===== src/rtl/dm_pkg.sv =====
// Shared definitions for the boot-time data-memory loader.
package dm_pkg;

    // Default data memory size in bytes (upper bound for the frame range check).
    localparam int MEM_BYTES_DEF = 1024;

    // Data memory access-type encoding.
    localparam logic [2:0] DM_BYTE  = 3'b000;
    localparam logic [2:0] DM_HALF  = 3'b001;
    localparam logic [2:0] DM_WORD  = 3'b010;
    localparam logic [2:0] DM_BYTEU = 3'b100;
    localparam logic [2:0] DM_HALFU = 3'b101;

    // Loader FSM states.
    typedef enum logic [2:0] {
        ST_IDLE  = 3'd0,
        ST_ADDR  = 3'd1,
        ST_LEN   = 3'd2,
        ST_DATA  = 3'd3,
        ST_WRITE = 3'd4,
        ST_DONE  = 3'd5,
        ST_ERR   = 3'd6
    } ld_state_e;

endpackage


===== src/rtl/dm_loader_if.sv =====
// Bundles used by the loader: the byte stream link and the memory write port.

// Byte stream link: the master offers bytes, the slave accepts them.
interface dm_rx_if;
    logic [7:0] data;
    logic       valid;
    logic       ready;

    modport master (output data, output valid, input  ready);
    modport slave  (input  data, input  valid, output ready);
endinterface

// Data memory port: the master drives an access, the slave (memory) receives it.
interface dm_mem_if;
    logic [31:0] address;
    logic [31:0] data_wr;
    logic [2:0]  dm_ctrl;
    logic        dm_wr;

    modport master (output address, output data_wr, output dm_ctrl, output dm_wr);
    modport slave  (input  address, input  data_wr, input  dm_ctrl, input  dm_wr);
endinterface


===== src/rtl/dm_port_mux.sv =====
// Selects which side drives the data memory port: the CPU when the loader
// is not busy, otherwise the loader.
module dm_port_mux (
    input  logic        busy,
    input  logic [31:0] cpu_address,
    input  logic [31:0] cpu_data_wr,
    input  logic [2:0]  cpu_dm_ctrl,
    input  logic        cpu_dm_wr,
    input  logic [31:0] ld_address,
    input  logic [31:0] ld_data_wr,
    input  logic [2:0]  ld_dm_ctrl,
    input  logic        ld_dm_wr,
    output logic [31:0] mem_address,
    output logic [31:0] mem_data_wr,
    output logic [2:0]  mem_dm_ctrl,
    output logic        mem_dm_wr
);

    // Route the owning side to the memory; CPU writes are dropped while busy.
    always_comb begin
        mem_address = cpu_address;
        mem_data_wr = cpu_data_wr;
        mem_dm_ctrl = cpu_dm_ctrl;
        mem_dm_wr   = cpu_dm_wr;
        if (busy) begin
            mem_address = ld_address;
            mem_data_wr = ld_data_wr;
            mem_dm_ctrl = ld_dm_ctrl;
            mem_dm_wr   = ld_dm_wr;
        end else begin
            mem_address = cpu_address;
            mem_data_wr = cpu_data_wr;
            mem_dm_ctrl = cpu_dm_ctrl;
            mem_dm_wr   = cpu_dm_wr;
        end
    end

endmodule


===== src/rtl/dm_loader.sv =====
// Boot-time loader: parses a framed byte stream (base, length, payload) and
// writes the payload into data memory, stalling the CPU while it owns the port.
module dm_loader
    import dm_pkg::*;
#(
    parameter int MEM_BYTES = MEM_BYTES_DEF,
    parameter int LEN_W     = 32
) (
    input  logic      Clk,
    input  logic      Rst,
    input  logic      Start,
    dm_rx_if.slave    rx,
    dm_mem_if.slave   cpu,
    dm_mem_if.master  mem,
    output logic      Busy,
    output logic      Done,
    output logic      Error
);

    ld_state_e         state_q, state_d;
    logic [LEN_W-1:0]  cur_q, cur_d;
    logic [LEN_W-1:0]  rem_q, rem_d;
    logic [1:0]        bcnt_q, bcnt_d;
    logic [31:0]       word_q, word_d;

    logic              take_s;
    logic              single_s;
    logic [LEN_W-1:0]  len_s;
    logic [LEN_W-1:0]  step_s;
    logic [LEN_W-1:0]  rem_next_s;
    logic [LEN_W:0]    end_s;
    logic [31:0]       ld_address_s;
    logic [31:0]       ld_data_wr_s;
    logic [2:0]        ld_dm_ctrl_s;
    logic              ld_dm_wr_s;

    // State, counters and the word assembly register.
    always_ff @(posedge Clk or posedge Rst) begin
        if (Rst) begin
            state_q <= ST_IDLE;
            cur_q   <= '0;
            rem_q   <= '0;
            bcnt_q  <= 2'd0;
            word_q  <= 32'd0;
        end else begin
            state_q <= state_d;
            cur_q   <= cur_d;
            rem_q   <= rem_d;
            bcnt_q  <= bcnt_d;
            word_q  <= word_d;
        end
    end

    // Status and stream-ready decode from the current state.
    always_comb begin
        Busy     = 1'b0;
        Done     = 1'b0;
        Error    = 1'b0;
        rx.ready = 1'b0;
        case (state_q)
            ST_ADDR, ST_LEN, ST_DATA: begin
                Busy     = 1'b1;
                rx.ready = 1'b1;
            end
            ST_WRITE: Busy  = 1'b1;
            ST_DONE:  Done  = 1'b1;
            ST_ERR:   Error = 1'b1;
            default: begin
                Busy     = 1'b0;
                rx.ready = 1'b0;
            end
        endcase
    end

    // Next-state logic, header/payload capture and the loader's port drive.
    always_comb begin
        state_d      = state_q;
        cur_d        = cur_q;
        rem_d        = rem_q;
        bcnt_d       = bcnt_q;
        word_d       = word_q;
        take_s       = rx.valid & rx.ready;
        single_s     = (rem_q < LEN_W'(4));
        step_s       = single_s ? LEN_W'(1) : LEN_W'(4);
        rem_next_s   = rem_q - step_s;
        len_s        = {rem_q[LEN_W-9:0], rx.data};
        // Frame end computed one bit wider so base + len cannot wrap.
        end_s        = {1'b0, cur_q} + {1'b0, len_s};
        ld_address_s = 32'(cur_q);
        ld_data_wr_s = 32'd0;
        ld_dm_ctrl_s = DM_WORD;
        ld_dm_wr_s   = 1'b0;

        case (state_q)
            ST_IDLE, ST_DONE, ST_ERR: begin
                if (Start) begin
                    state_d = ST_ADDR;
                    bcnt_d  = 2'd0;
                end else begin
                    state_d = state_q;
                end
            end
            ST_ADDR: begin
                if (take_s) begin
                    cur_d  = {cur_q[LEN_W-9:0], rx.data};
                    bcnt_d = bcnt_q + 2'd1;
                    if (bcnt_q == 2'd3) begin
                        state_d = ST_LEN;
                    end else begin
                        state_d = ST_ADDR;
                    end
                end else begin
                    state_d = ST_ADDR;
                end
            end
            ST_LEN: begin
                if (take_s) begin
                    rem_d  = len_s;
                    bcnt_d = bcnt_q + 2'd1;
                    if (bcnt_q != 2'd3) begin
                        state_d = ST_LEN;
                    end else if (end_s > (LEN_W+1)'(MEM_BYTES)) begin
                        state_d = ST_ERR;
                    end else if (len_s == '0) begin
                        state_d = ST_DONE;
                    end else begin
                        state_d = ST_DATA;
                    end
                end else begin
                    state_d = ST_LEN;
                end
            end
            ST_DATA: begin
                if (take_s && single_s) begin
                    // Tail byte: sits in the low lane for a byte store.
                    word_d  = {24'd0, rx.data};
                    bcnt_d  = 2'd0;
                    state_d = ST_WRITE;
                end else if (take_s) begin
                    // First byte of a word goes to the top lane (lowest address).
                    case (bcnt_q)
                        2'd0:    word_d[31:24] = rx.data;
                        2'd1:    word_d[23:16] = rx.data;
                        2'd2:    word_d[15:8]  = rx.data;
                        default: word_d[7:0]   = rx.data;
                    endcase
                    bcnt_d = bcnt_q + 2'd1;
                    if (bcnt_q == 2'd3) begin
                        state_d = ST_WRITE;
                    end else begin
                        state_d = ST_DATA;
                    end
                end else begin
                    state_d = ST_DATA;
                end
            end
            ST_WRITE: begin
                ld_dm_wr_s   = 1'b1;
                ld_data_wr_s = word_q;
                ld_dm_ctrl_s = single_s ? DM_BYTE : DM_WORD;
                cur_d        = cur_q + step_s;
                rem_d        = rem_next_s;
                bcnt_d       = 2'd0;
                if (rem_next_s == '0) begin
                    state_d = ST_DONE;
                end else begin
                    state_d = ST_DATA;
                end
            end
            default: state_d = ST_IDLE;
        endcase
    end

    dm_port_mux u_mux (
        .busy        (Busy),
        .cpu_address (cpu.address),
        .cpu_data_wr (cpu.data_wr),
        .cpu_dm_ctrl (cpu.dm_ctrl),
        .cpu_dm_wr   (cpu.dm_wr),
        .ld_address  (ld_address_s),
        .ld_data_wr  (ld_data_wr_s),
        .ld_dm_ctrl  (ld_dm_ctrl_s),
        .ld_dm_wr    (ld_dm_wr_s),
        .mem_address (mem.address),
        .mem_data_wr (mem.data_wr),
        .mem_dm_ctrl (mem.dm_ctrl),
        .mem_dm_wr   (mem.dm_wr)
    );

endmodule


===== src/flat_wrapper.sv =====
// flat-port wrapper written by rule: the top's interface ports become plain ports
module dm_loader_flat import dm_pkg::*;
#(
    parameter int MEM_BYTES = MEM_BYTES_DEF,
    parameter int LEN_W     = 32
)
  (Clk, Rst, Start, Busy, Done, Error, rx_data, rx_valid, rx_ready, cpu_address, cpu_data_wr, cpu_dm_ctrl, cpu_dm_wr, mem_address, mem_data_wr, mem_dm_ctrl, mem_dm_wr);
  dm_rx_if rx_i ();
  dm_mem_if cpu_i ();
  dm_mem_if mem_i ();
  input  logic Clk;
  input  logic Rst;
  input  logic Start;
  output logic Busy;
  output logic Done;
  output logic Error;
  input wire logic [$bits(rx_i.data)-1:0] rx_data;
  input wire logic [$bits(rx_i.valid)-1:0] rx_valid;
  output wire logic [$bits(rx_i.ready)-1:0] rx_ready;
  input wire logic [$bits(cpu_i.address)-1:0] cpu_address;
  input wire logic [$bits(cpu_i.data_wr)-1:0] cpu_data_wr;
  input wire logic [$bits(cpu_i.dm_ctrl)-1:0] cpu_dm_ctrl;
  input wire logic [$bits(cpu_i.dm_wr)-1:0] cpu_dm_wr;
  output wire logic [$bits(mem_i.address)-1:0] mem_address;
  output wire logic [$bits(mem_i.data_wr)-1:0] mem_data_wr;
  output wire logic [$bits(mem_i.dm_ctrl)-1:0] mem_dm_ctrl;
  output wire logic [$bits(mem_i.dm_wr)-1:0] mem_dm_wr;
  assign rx_i.data = rx_data;
  assign rx_i.valid = rx_valid;
  assign rx_ready = rx_i.ready;
  assign cpu_i.address = cpu_address;
  assign cpu_i.data_wr = cpu_data_wr;
  assign cpu_i.dm_ctrl = cpu_dm_ctrl;
  assign cpu_i.dm_wr = cpu_dm_wr;
  assign mem_address = mem_i.address;
  assign mem_data_wr = mem_i.data_wr;
  assign mem_dm_ctrl = mem_i.dm_ctrl;
  assign mem_dm_wr = mem_i.dm_wr;
  dm_loader #(.MEM_BYTES(MEM_BYTES), .LEN_W(LEN_W)) u_core (.Clk(Clk), .Rst(Rst), .Start(Start), .rx(rx_i), .cpu(cpu_i), .mem(mem_i), .Busy(Busy), .Done(Done), .Error(Error));
endmodule

===== config.mk =====
export PLATFORM = sky130hd
export DESIGN_NAME = dm_loader_flat
export DESIGN_NICKNAME = d
export VERILOG_FILES = /design/src/rtl/dm_pkg.sv /design/src/rtl/dm_loader_if.sv /design/src/rtl/dm_port_mux.sv /design/src/rtl/dm_loader.sv /design/src/flat_wrapper.sv
export SDC_FILE = /design/constraint.sdc
export NUM_CORES = 1
export LEC_CHECK = 0
export ABC_CLOCK_PERIOD_IN_PS = 3700
export CAP_MARGIN = 30
export CORE_MARGIN = 10
export CORE_UTILIZATION = 50
export CTS_BUF_LIST = sky130_fd_sc_hd__clkbuf_4
export DETAILED_ROUTE_END_ITERATION = 6
export GPL_ROUTABILITY_DRIVEN = 0
export HOLD_SLACK_MARGIN = 0.03
export PLACE_DENSITY_LB_ADDON = 0.08
export SYNTH_ARGS = -nofsm -noshare
export SYNTH_HDL_FRONTEND = slang
export SYNTH_SLANG_ARGS = --single-unit

===== constraint.sdc =====
create_clock -name Clk -period 3.7 [get_ports Clk]
set_clock_uncertainty 0.05 [all_clocks]
set_input_delay 0.74 -clock Clk [delete_from_list [all_inputs] [get_ports Clk]]
set_output_delay 0.74 -clock Clk [all_outputs]
set_load 0.05 [all_outputs]

==> flow_summary.yaml <==
clocking:
  htreeDepth: 3
  clkTransAtPathRegs_ns: 0.18
  root_buffer: "clkbuf_4"
  cts_hold_buf: 0
  cts_buffer_depth: 2
  numClockSinks: 101
  clock_latency_ns: 0.52
  cts_tree: "built"
  cts_buffers: 9
drt:
  via_per_inst: 6.27
  ant_nets: 0
  highest_layer: "met4"
  drt-met1-wl_um: 13500
  wl_met2_um: 15300
  wl_per_cell_um: 20.6
  dr.first_iter.drc_count: 993
  wl_um: 32800
  route.met3.wl_um: 3000
  vias: 9967
  drc: 9
  drt-pass1-iter-count: 7
floorplanning:
  io_pins: 152
  dieArea_mm2: 0.0230
  die_w_um: 152
  start_util_pct: 50.6
  coreArea_mm2: 0.0171
  die_h_um: 152
  num_rows: 48
min_path:
  hold_end: "u_core.word_q[28]$_DFFE_PP0P_"
  hp-start: "u_core.word_q[28]$_DFFE_PP0P_"
  whs_path_depth: 1
  hold_class: "flop to flop"
placement:
  place_inst: 1555
  hpwl_um: 24500
  port_buffers: 151
worst_setup_path:
  crit_top_cell: "and3_4"
  path_cells: "or3_4 > or3_4 > nor4b_4 > buf_4 > buf_12 > buf_6 > inv_4 > ha_4 > a21oi_4 > nor3_2 > and3_1 > and3_4 > and3_4 > and3_4 > nand2_4 > nor2_4 > nor3_2 > a221oi_1"
  cp.arrival_ns: 4.23
  r2r_cells: 18
  slowest_delay_ns: 0.43
  cp_max_fo: 3
  rr_startpoint: "u_core.rem_q[28]$_DFFE_PP0P_"
  r2r_slack_ns: -0.16
  r2r-end: "u_core.cur_q[30]$_DFFE_PP0P_"
  end_kind: "flop"
  cp-start-kind: "flop"
  required_ns: 4.07
  path_class: "flop to flop"
  cp_slowest_cell: "dfrtp_1"
sta:
  fmax_ghz: 0.259
  slew_viol_final: 0
  slew_headroom_pct: 50.2
  setup_violations: 9
  hold_violations: 0
  tightestPinTransition_ns: 0.744
  rsz0062_at_grt: "yes"
  period_share_pct: 104
  setup_slack_ns: -0.163
  timing.final.crit_period_ns: 3.86
power:
  switching_share_pct: 53.0
  ir_drop_uv: 598
  clockPowerShare_pct: 5.3
  total_power_mw: 13.1
  p_per_area_mw_per_mm2: 1060
  combinationalPowerShare_pct: 78.8
  p_leak_nw: 5.42
  p_int_mw: 6.14
  switchingPower_mw: 6.92
  power.share.sequential_pct: 16.0
yosys:
  yosysUniqueCellTypes: 86
  ys.flop_type: "dfrtp_1"
  async_reset_ff_share_pct: 100
  ys_ff_latch: 101
  syn_avg_cell_area_um2: 7.84
  syn_nets: 1228
  synth_edf_count: 0
  syn_inst: 1105
  syn-cell-area_mm2: 0.00866
  yosysWarnings: 0
  yosysSeqAreaShare_pct: 29.2
flow_run:
  max-cap-violations: 0
grt:
  antenna_found_initial: 1
  grt_pass1_vias: 9541
  grt-ovfl-total: 0
  grt_max_degree: 57
  grt_pass1_wl_um: 49800
  track_usage_pct: 27.3
finish:
  final_common_cell: "nand2_1"
  fillCellCount: 1375
  syn_to_final_growth_pct: 41.7
  layout_common_cells: "nand2_1 (185), buf_4 (173), dfrtp_1 (101)"
  drive_gt1_share_pct: 23.8
  finalNonFillerCells: 1589
  nNetsFinal: 1481
run_status:
  status: "finished, violations left"
  violations: "DRC, setup timing"
[layer usage]
metal,vias up,track usage (%)
li1,4623,-
met2,484,43.1
met3,85,7.54
met1,4775,35.3
met5,-,0
met4,0,9.49
[per-stage QoR]
step | hold slack (ns) | instance area (µm²) | util [%] | worst slack (ns) | TNS, ns
2_1_floorplan | 0.415 | 8750 | - | -0.171 | -0.386
4_1_cts | 0.477 | 11900 | 69.4 | -0.0918 | -0.341
3_5_place_dp | 0.434 | 11600 | 67.7 | -0.630 | -3.41
3_3_place_gp | 0.434 | 11600 | 67.6 | -0.549 | -2.51
6_report | 0.477 | 12300 | 71.7 | -0.163 | -0.481
5_1_grt | 0.492 | 12300 | 71.7 | -0.367 | -2.38
[timing repair]
item                                    CTS  global route
endpoints found under the setup margin   32            33
hold endpoints to repair                  0             0
setup buffers                             4            14
pin swaps                                18            27
resized for setup                        40            55
[worst max-delay path, delay by kind of cell (launching register included)]
kind / cells / cell delay [ns]
compound gates: 2 / 0.30
fa+ha+maj: 1 / 0.28
buf+inv: 4 / 0.41
flops: 1 / 0.43
simple gates: 11 / 2.30
[how the worst max path moves through the flow]
stage | startpoint | end | cells after the start
2_1_floorplan | u_core.rem_q[14]$_DFFE_PP0P_ | u_core.state_q[1]$_DFFE_PP0P_ | 16
3_3_place_gp | rx_data[0] | u_core.state_q[1]$_DFFE_PP0P_ | 15
3_5_place_dp | rx_data[0] | u_core.state_q[1]$_DFFE_PP0P_ | 15
4_1_cts | u_core.rem_q[28]$_DFFE_PP0P_ | u_core.state_q[1]$_DFFE_PP0P_ | 14
5_1_grt | u_core.rem_q[5]$_DFFE_PP0P_ | u_core.cur_q[30]$_DFFE_PP0P_ | 20
6_report | u_core.rem_q[28]$_DFFE_PP0P_ | u_core.cur_q[30]$_DFFE_PP0P_ | 18
[sequential cells by signal, indices dropped and copies added, names as in the netlist]
register        count
u_core.word_q      32
u_core.bcnt_q       2
u_core.cur_q       32
u_core.rem_q       32
u_core.state_q      3
[cell usage after synthesis (13+ instances only)]
cell      number  area (µm²)
nand3_1       33         165
dfrtp_1      101        2530
and3_1        14        87.6
inv_1         24        90.1
nor3_1        33         165
a21o_1        16         120
nor2_1        92         345
o21ai_1       20         100
o21ai_0       57         285
nand4_1       21         131
clkbuf_1      58         218
a22o_1        56         490
xnor2_1       17         149
nand2_1      186         698
xor2_1        13         114
nor4_1        19         119
ha_1          42         526
a221o_1       14         140
a21oi_1       74         370
[power groups by stage]
| stage | Combinational, mW | Clock (mW) | Sequential [mW] |
|---|---|---|---|
| floorplan | 6.09 | 0 | 2.07 |
| global placement | 9.61 | 0 | 2.06 |
| detailed placement | 9.71 | 0 | 2.06 |
| CTS | 9.80 | 0.697 | 2.05 |
| global route | 11.0 | 0.746 | 2.14 |
| finish | 10.3 | 0.689 | 2.08 |
[layout make-up]
class                      instances  area [µm²]  share of cell area (%)
clock buffer                       9        67.6                   0.550
tap                              225         282                    2.29
antenna                            1        2.50                  0.0204
clock inverter                     7         100                   0.815
sequential                       101        2530                    20.6
inverter                          25         103                   0.836
multi-input combinational        905        6120                    49.8
timing repair buffer             316        3080                    25.1
[cells by family after synthesis]
| kind of cell | synth area share (%) |
|---|---|
| AO/OA/AOI/OAI | 28.1 |
| XOR/XNOR | 3.03 |
| adder cells (fa/ha/maj) | 6.30 |
| buffers and inverters | 5.08 |
| flip-flops | 29.2 |
| multiplexers | 1.88 |
| AND/OR/NAND/NOR | 26.4 |
Note: power is estimated with default switching activity, not from simulation.
